**src/rtl/inv_bank_pkg.sv**
```systemverilog
// Shared constants and helpers for the clocked inverter bank.
package inv_bank_pkg;

  localparam int MODE_TRANSPORT = 0;
  localparam int MODE_INERTIAL  = 1;

  // Constant-foldable ceil(log2(value)); returns 0 for value <= 1.
  function automatic int clog2(input int value);
    int result;
    result = 0;
    for (int i = 0; i < 31; i++) begin
      if ((1 << i) < value) result = i + 1;
    end
    return result;
  endfunction

endpackage

```
**src/rtl/inv_bank_chan.sv**
```systemverilog
// Single-channel delay cell: q is the last delay stage, one edge ahead of the
// bank's registered out, so the top can see an output change before it lands.
module inv_bank_chan
  import inv_bank_pkg::*;
#(
  parameter int   DELAY  = 3,
  parameter int   MODE   = MODE_TRANSPORT,
  parameter logic INIT_V = 1'b0
) (
  input  logic clk,
  input  logic rst,
  input  logic d,
  output logic q
);

  generate
    if (MODE == MODE_INERTIAL) begin : g_inertial
      localparam int CW = clog2(DELAY + 1);

      logic          pending;
      logic [CW-1:0] cnt;
      logic          filt;
      logic          pending_nxt;
      logic [CW-1:0] cnt_nxt;
      logic          filt_nxt;
      logic [CW-1:0] remaining;

      // remaining = further matching samples needed after this one before commit
      always_comb begin
        pending_nxt = 1'b0;
        cnt_nxt     = '0;
        filt_nxt    = filt;
        remaining   = pending ? cnt : CW'(DELAY - 1);
        if (d != filt) begin
          if (remaining == '0) begin
            filt_nxt = d;
          end else begin
            pending_nxt = 1'b1;
            cnt_nxt     = remaining - CW'(1);
          end
        end
      end

      always_ff @(posedge clk or posedge rst) begin
        if (rst) begin
          pending <= 1'b0;
          cnt     <= '0;
          filt    <= INIT_V;
        end else begin
          pending <= pending_nxt;
          cnt     <= cnt_nxt;
          filt    <= filt_nxt;
        end
      end

      assign q = filt;
    end else begin : g_transport
      logic [DELAY-1:0] sr;

      always_ff @(posedge clk or posedge rst) begin
        if (rst) begin
          sr <= {DELAY{INIT_V}};
        end else begin
          sr[0] <= d;
          for (int i = 1; i < DELAY; i++) sr[i] <= sr[i-1];
        end
      end

      assign q = sr[DELAY-1];
    end
  endgenerate

endmodule

```
**src/rtl/inv_bank_sync.sv**
```systemverilog
// WIDTH-channel delayed inverter bank; every change of the output vector is
// queued as one event for the analog-sync bridge.
module inv_bank_sync
  import inv_bank_pkg::*;
#(
  parameter int WIDTH      = 4,
  parameter int DELAY      = 3,
  parameter int MODE       = 0,
  parameter int INVERT     = 1,
  parameter int INIT_V     = 0,
  parameter int FIFO_DEPTH = 4
) (
  input  logic             clk,
  input  logic             rst,
  input  logic [WIDTH-1:0] in,
  output logic [WIDTH-1:0] out,
  output logic             sync_valid,
  output logic [WIDTH-1:0] sync_data,
  input  logic             sync_ready,
  output logic             sync_ovf,
  input  logic             ovf_clr
);

  localparam int   AW       = clog2(FIFO_DEPTH);
  localparam int   PW       = AW + 1;
  localparam logic INIT_BIT = (INIT_V != 0);

  logic [WIDTH-1:0] d;
  logic [WIDTH-1:0] q;

  assign d = (INVERT != 0) ? ~in : in;

  generate
    for (genvar gi = 0; gi < WIDTH; gi++) begin : g_chan
      inv_bank_chan #(
        .DELAY  (DELAY),
        .MODE   (MODE),
        .INIT_V (INIT_BIT)
      ) u_chan (
        .clk (clk),
        .rst (rst),
        .d   (d[gi]),
        .q   (q[gi])
      );
    end
  endgenerate

  always_ff @(posedge clk or posedge rst) begin
    if (rst) out <= {WIDTH{INIT_BIT}};
    else     out <= q;
  end

  logic [WIDTH-1:0] mem [FIFO_DEPTH];
  logic [PW-1:0]    wr_ptr;
  logic [PW-1:0]    rd_ptr;
  logic [PW-1:0]    count;
  logic             empty;
  logic             full;
  logic             push_req;
  logic             pop;
  logic             push;
  logic             drop;

  assign count      = wr_ptr - rd_ptr;
  assign empty      = (count == '0);
  assign full       = (count == PW'(FIFO_DEPTH));
  assign push_req   = (q != out);
  assign sync_valid = !empty;
  assign sync_data  = empty ? '0 : mem[rd_ptr[AW-1:0]];
  assign pop        = sync_valid && sync_ready;
  // A pop frees the slot this same edge, so a full FIFO can still accept.
  assign push       = push_req && (!full || pop);
  assign drop       = push_req && full && !pop;

  always_ff @(posedge clk) begin
    if (push) mem[wr_ptr[AW-1:0]] <= q;
  end

  always_ff @(posedge clk or posedge rst) begin
    if (rst) begin
      wr_ptr <= '0;
      rd_ptr <= '0;
    end else begin
      if (push) wr_ptr <= wr_ptr + PW'(1);
      if (pop)  rd_ptr <= rd_ptr + PW'(1);
    end
  end

  always_ff @(posedge clk or posedge rst) begin
    if (rst)          sync_ovf <= 1'b0;
    else if (drop)    sync_ovf <= 1'b1;
    else if (ovf_clr) sync_ovf <= 1'b0;
  end

endmodule

```
**config.mk**
```make
export PLATFORM = sky130hd
export DESIGN_NAME = inv_bank_sync
export DESIGN_NICKNAME = d
export VERILOG_FILES = /design/src/rtl/inv_bank_pkg.sv /design/src/rtl/inv_bank_chan.sv /design/src/rtl/inv_bank_sync.sv
export SDC_FILE = /design/constraint.sdc
export NUM_CORES = 1
export LEC_CHECK = 0
export BUFFER_PORTS_ARGS = -buffer_cell sky130_fd_sc_hd__buf_4
export CORE_UTILIZATION = 45
export CTS_BUF_LIST = sky130_fd_sc_hd__clkbuf_16
export DETAILED_ROUTE_END_ITERATION = 7
export PLACE_DENSITY = 0.77
export SKIP_LAST_GASP = 1
export SLEW_MARGIN = 10
export SYNTH_ARGS = -nofsm -noshare
export SYNTH_HDL_FRONTEND = slang
export SYNTH_SLANG_ARGS = --single-unit
export TNS_END_PERCENT = 50
```
**constraint.sdc**
```tcl
create_clock -name clk -period 1.6 [get_ports clk]
set_input_delay 0.32 -clock clk [delete_from_list [all_inputs] [get_ports clk]]
set_output_delay 0.32 -clock clk [all_outputs]
set_load 0.005 [all_outputs]
```
==> Yosys cells after proc, flatten, opt, wreduce, memory -nomap -nowiden <==
Memories as Yosys holds them, arrays and structs flattened.
Index checks and enable logic that the tools add are counted.
{ "op_classes": {"n_eq_ne": 2, "reduce_logical": 10, "addsub": 3, "n_mux": 5, "bitwise_logic": 1} }
{ "ops": {"columns": ["op", "n"], "rows": [
  ["3-bit by 1-bit adder with 3-bit output (second input constant)", 2],
  ["1-bit logical AND", 4],
  ["1-bit two-way mux", 4],
  ["4-bit two-way mux", 1],
  ["4-bit != test", 1],
  ["4-bit inverter", 1],
  ["3-bit == test (second input constant)", 1],
  ["1-bit zero test", 3],
  ["3-bit zero test", 1],
  ["3-bit subtractor", 1],
  ["2-bit nonzero test", 1],
  ["1-bit logical OR", 1]
]} }
{ "word_totals": {"in_bits": 8, "elab_cells": 30, "n_memories": 1, "mem_bits_rw": 16, "ff_bits": 23} }
{ "mem_list": {"columns": ["name", "words", "word_bits", "read_ports", "rd_ports_with_merged_regs", "write_ports", "line", "source"], "rows": [
  ["mem", 4, 4, 1, 0, 1, "inv_bank_sync.sv:53", "logic [WIDTH-1:0] mem [FIFO_DEPTH];"]
]} }

==> Logic depth before layout (Yosys ltp) <==
{ "depth": {"word_depth": 8, "ltp_mapped": 6} }

==> Hierarchy <==
Synthesis repeated with hierarchy kept, for this count alone.
{ "unflattened": {"cells_unflattened": 96, "hier_area_um2": 1536.5} }
{ "by_module_without_submodules": {"columns": ["mod", "n_inst", "area_per_inst_um2", "cells_per_inst", "seq_area_each_um2"], "rows": [
  ["inv_bank_sync", 1, 1221.2, 80, 755.7],
  ["inv_bank_chan", 4, 78.8, 4, 75.1]
]} }

==> Worst setup path before layout <==
Ideal clock, no wire load.
{ "synth_path": {"kind": "register -> register", "from": "register wr_ptr[0]", "to": "memory mem[0][0] (enable)", "slack_ps": -136, "path_stages_with_launch": 7, "period_less_slack_ps": 1736, "arrival_time_ps": 1427, "cell_sequence": "dfrtp_1 -> inv_1 -> ha_1 -> nor2b_1 -> xnor2_2 -> a21oi_2 -> and2_1"} }
{ "synth_via": {"elab_chain_len": 8, "word_cells_on_any_way": 10, "cone_classes": "1 x add/sub; 1 x eq/ne; 2 x mux; 6 x reduce/logical"} }
{ "synth_lines": {"columns": ["element", "line", "source"], "rows": [
  ["start, declared", "inv_bank_sync.sv:54", "logic [PW-1:0] wr_ptr;"],
  ["start signal, assigned", "inv_bank_sync.sv:84", "if (push) wr_ptr <= wr_ptr + PW'(1);"],
  ["3-bit subtractor", "inv_bank_sync.sv:64", "assign count = wr_ptr - rd_ptr;"],
  ["3-bit zero test", "inv_bank_sync.sv:65", "assign empty = (count == '0);"],
  ["1-bit zero test", "inv_bank_sync.sv:68", "assign sync_valid = !empty;"],
  ["1-bit logical AND", "inv_bank_sync.sv:70", "assign pop = sync_valid && sync_ready;"],
  ["1-bit logical OR", "inv_bank_sync.sv:72", "assign push = push_req && (!full || pop);"],
  ["1-bit logical AND", "inv_bank_sync.sv:72", null],
  ["1-bit two-way mux", "inv_bank_sync.sv:76", "if (push) mem[wr_ptr[AW-1:0]] <= q;"],
  ["1-bit two-way mux (not written as such)", "inv_bank_sync.sv:76", null],
  ["end, declared", "inv_bank_sync.sv:53", null]
]} }
Parallel ways exist; a longest one is shown, timed or not.

==> Final worst setup path <==
{ "layout_path": {"from": "register rd_ptr[0]", "to": "output sync_data[3]"} }
{ "layout_via": {"elab_chain_len": 3, "word_cells_on_any_way": 4, "cone_classes": "1 x add/sub; 1 x mux; 1 x reduce/logical; 1 x memory"} }
{ "layout_lines": {"columns": ["element", "line", "source"], "rows": [
  ["start, declared", "inv_bank_sync.sv:55", "logic [PW-1:0] rd_ptr;"],
  ["start signal, assigned", "inv_bank_sync.sv:85", "if (pop) rd_ptr <= rd_ptr + PW'(1);"],
  ["3-bit subtractor", "inv_bank_sync.sv:64", null],
  ["3-bit zero test", "inv_bank_sync.sv:65", null],
  ["4-bit two-way mux *", "inv_bank_sync.sv:69", "assign sync_data = empty ? '0 : mem[rd_ptr[AW-1:0]];"],
  ["end, declared", "inv_bank_sync.sv:18", "output logic [WIDTH-1:0] sync_data,"]
]} }
Mark *: on every way between the ends. The rest lies on a longest branch, timed or not.

==> out/results.txt <==
Worst Max-Slew Pin Slew -> 0.3210 ns
Critical Path Start Type -> flop
syn_area_per_cell -> 16.54 um^2
All-Layer GR Usage -> 19.08%
num rows -> 20
Min Hold Slack -> -0.007363 ns
outcome -> finished, violations left
total power -> 4738 uW
post-route setup slack -> -0.2979 ns
P_sw -> 1466 uW
vias in the first global route -> 964
Final period util -> 118.6%
Max VDD drop -> 1442 uV
min-delay worst type -> in2async
PwrDens -> 2238 mW/mm^2
CP Data Arrival Time -> 1.58 ns
DP Worst Slack -> -0.1706 ns
worst-case clock skew -> 0.004138 ns
Yosys cell types -> 21
synthesized flop and latch total -> 39
Max-cap violations -> 0
critical path class -> reg2out
Worst Setup End Kind -> output pin
Switching Fraction -> 30.94%
Synth Flop Type -> dfrtp_1
Finished Cell Area -> 0.002117 mm^2
Crit-path slowest cell -> mux4_2
drt wl/cell -> 15.20 um
Slew Limit Fails -> 0
initial antenna violation count -> 0
Die Y-Extent -> 60.15 um
Routed Antenna Nets -> 0
vias per cell -> 4.739
CTS tree -> yes
final cell count without fillers -> 184
effective utilization at floorplan -> 48.64%
asr flop ratio synth -> 58.97%
total CTS buffers -> 5
H-tree levels -> 2
Synth Cell Area -> 0.001521 mm^2
IO buf count -> 17
clk_lat worst skew -> 0.28 ns
Gate power share -> 49.7%
grt ovf -> 0
Cell Int Power -> 3272 uW
minimum clock period -> 1.898 ns
P_leak -> 0.0009331 uW
routed vias -> 872
# nets final -> 154
n_diodes -> 0
Pre-antenna DRT Iters -> 4
fin util -> 67.68%
Slew HR -> 78.57%
Mapped Cells -> 92
maximum root-to-sink buffer count -> 2
CP peak stage delay -> 0.51 ns
area grow syn2layout -> 39.14%
CTS Sinks -> 39
Critical Path RT -> 1.28 ns
clock share of power -> 19.7%
crit-path cells -> buf_6 -> mux4_2 -> nor2b_4 -> buf_6
largest net degree at the start of global routing -> 17
root buffer cell -> clkbuf_16
sequential share of the synthesized area -> 69.41%
endpoints failing setup -> 27
placed insts -> 170
most used cell, CP -> buf_6
DRT iter0 DRCs -> 17
dpl cell area -> 0.001894 mm^2
top cell types by occurrence after synthesis -> dfrtp_1, edfxtp_1, inv_1, ha_1
Routed WL -> 2797 um
Synthesis Warnings -> 0
chip width -> 60.15 um
Clock transition at path regs -> 0.05 ns
# DRC -> 0
Final GP Congestion -> 0.7366
failing checks -> hold timing, setup timing
io pins -> 18
fmax -> 0.5269 GHz
share of cells above drive strength 1 -> 50.00%
top-area cell type share of the netlist area -> 37.83%
Post-synth EDFFs -> 16
crit path buf inv count -> 2
Reg power frac -> 30.7%
Die Footprint -> 0.003617 mm^2
Mapped Nets -> 107
Max Fanout on Critical Path -> 5
unrepaired setup endpoints after global routing -> yes
final hold violations -> 7
family with the most delay on the worst path -> multiplexers
DP Wirelength -> 1967 um
top-count cell post-synth -> dfrtp_1
core area -> 0.003128 mm^2
most area-consuming cells after synthesis -> dfrtp_1, edfxtp_1, mux4_2
Synth area leader -> dfrtp_1
first-pass GRT wire length -> 4567 um
-- worst reg2reg max path, cell delays in order (launching register included) --
cell and delay, ns:
dfrtp_1 0.39, inv_2 0.07, ha_1 0.15, nor2b_4 0.18, xnor2_4 0.09, buf_4 0.15, buf_12 0.13, a21oi_4 0.22
and2_4 0.23
-- cells in the final DEF, fill, tap and decap left out, drive strengths merged, types with 3 or more instances in the layout --
cell type  Yosys  routed
buf            1      41
dfrtp         23      23
edfxtp        16      16
inv           11      12
ha             7       7
xor2           5       5
clkbuf         0       5
nor2b          5       5
xnor2          5       5
mux4           4       4
and2           3       3
-- cells by family after synthesis --
group	synth area share [%]
muxes	7.648
AOI/OAI and AO/OA	2.879
adders and majority gates	5.756
xor gates and xnor gates	6.250
DFF	69.41
and+or+nand+nor	5.099
buffers and inverters	2.960
-- layer usage --
layer	vias to the layer above	track usage, %	share of wire [%]
li1	405	-	-
met1	446	20.99	42
met2	17	32.18	54
met3	4	8.009	3.0
met4	0	7.973	1.2
met5	-	0	0
-- registers in the layout, summed over array words and instances (netlist names) --
signal                        count
mem                              16
sync_ovf                          1
g_chan.u_chan.g_transport.sr     12
wr_ptr                            3
rd_ptr                            3
out                               4
-- per-stage QoR --
step,setup TNS (ns),hold slack (ns)
after floorplan,-0.8134,0.3219
after global placement,-2.037,0.2890
after global routing,-8.030,0.01473
after detailed placement,-3.192,0.3010
after CTS,-6.006,0.0009113
final,-6.280,-0.007363
-- repair_timing --
item                                    CTS  global route
hold buffers                              0             0
endpoints found under the setup margin   25            27
cloned                                    0             0
gates resized for setup                   8             0
pin swaps                                 5             1
buffers inserted                          6             1
-- area by class of cell --
class,instances,area [um^2]
clock buffers,5,125.1
clock inverters,3,16.27
fillers,228,1011
inverters,11,41.29
multi-input cells,41,491.7
flip-flops and latches,39,1056
well taps,44,55.05
repair buffers,41,331.6
-- power by group through the flow --
stage	combinational, uW	clock (uW)	sequential [uW]
floorplan	1120	0	1460
global placement	1950	0	1450
detailed placement	2030	0	1460
CTS	2350	954	1450
global route	2530	999	1470
finish	2350	931	1450
-- final timing paths --
kind	start	end	slack, ns	cells after the start
min in group clk	in[2]	g_chan[2].u_chan.g_transport.sr[0]	0.18	2
min	rst	wr_ptr[2]	-0.007	2
max reg2reg	wr_ptr[0]	mem[0][0]	-0.29	8
min reg2reg	g_chan[0].u_chan.g_transport.sr[1]	g_chan[0].u_chan.g_transport.sr[2]	0.35	0
max in group asynchronous	rst	g_chan[2].u_chan.g_transport.sr[2]	1.10	3
max	rd_ptr[0]	sync_data[3]	-0.30	4
Note: power is estimated with default switching activity, not from simulation.
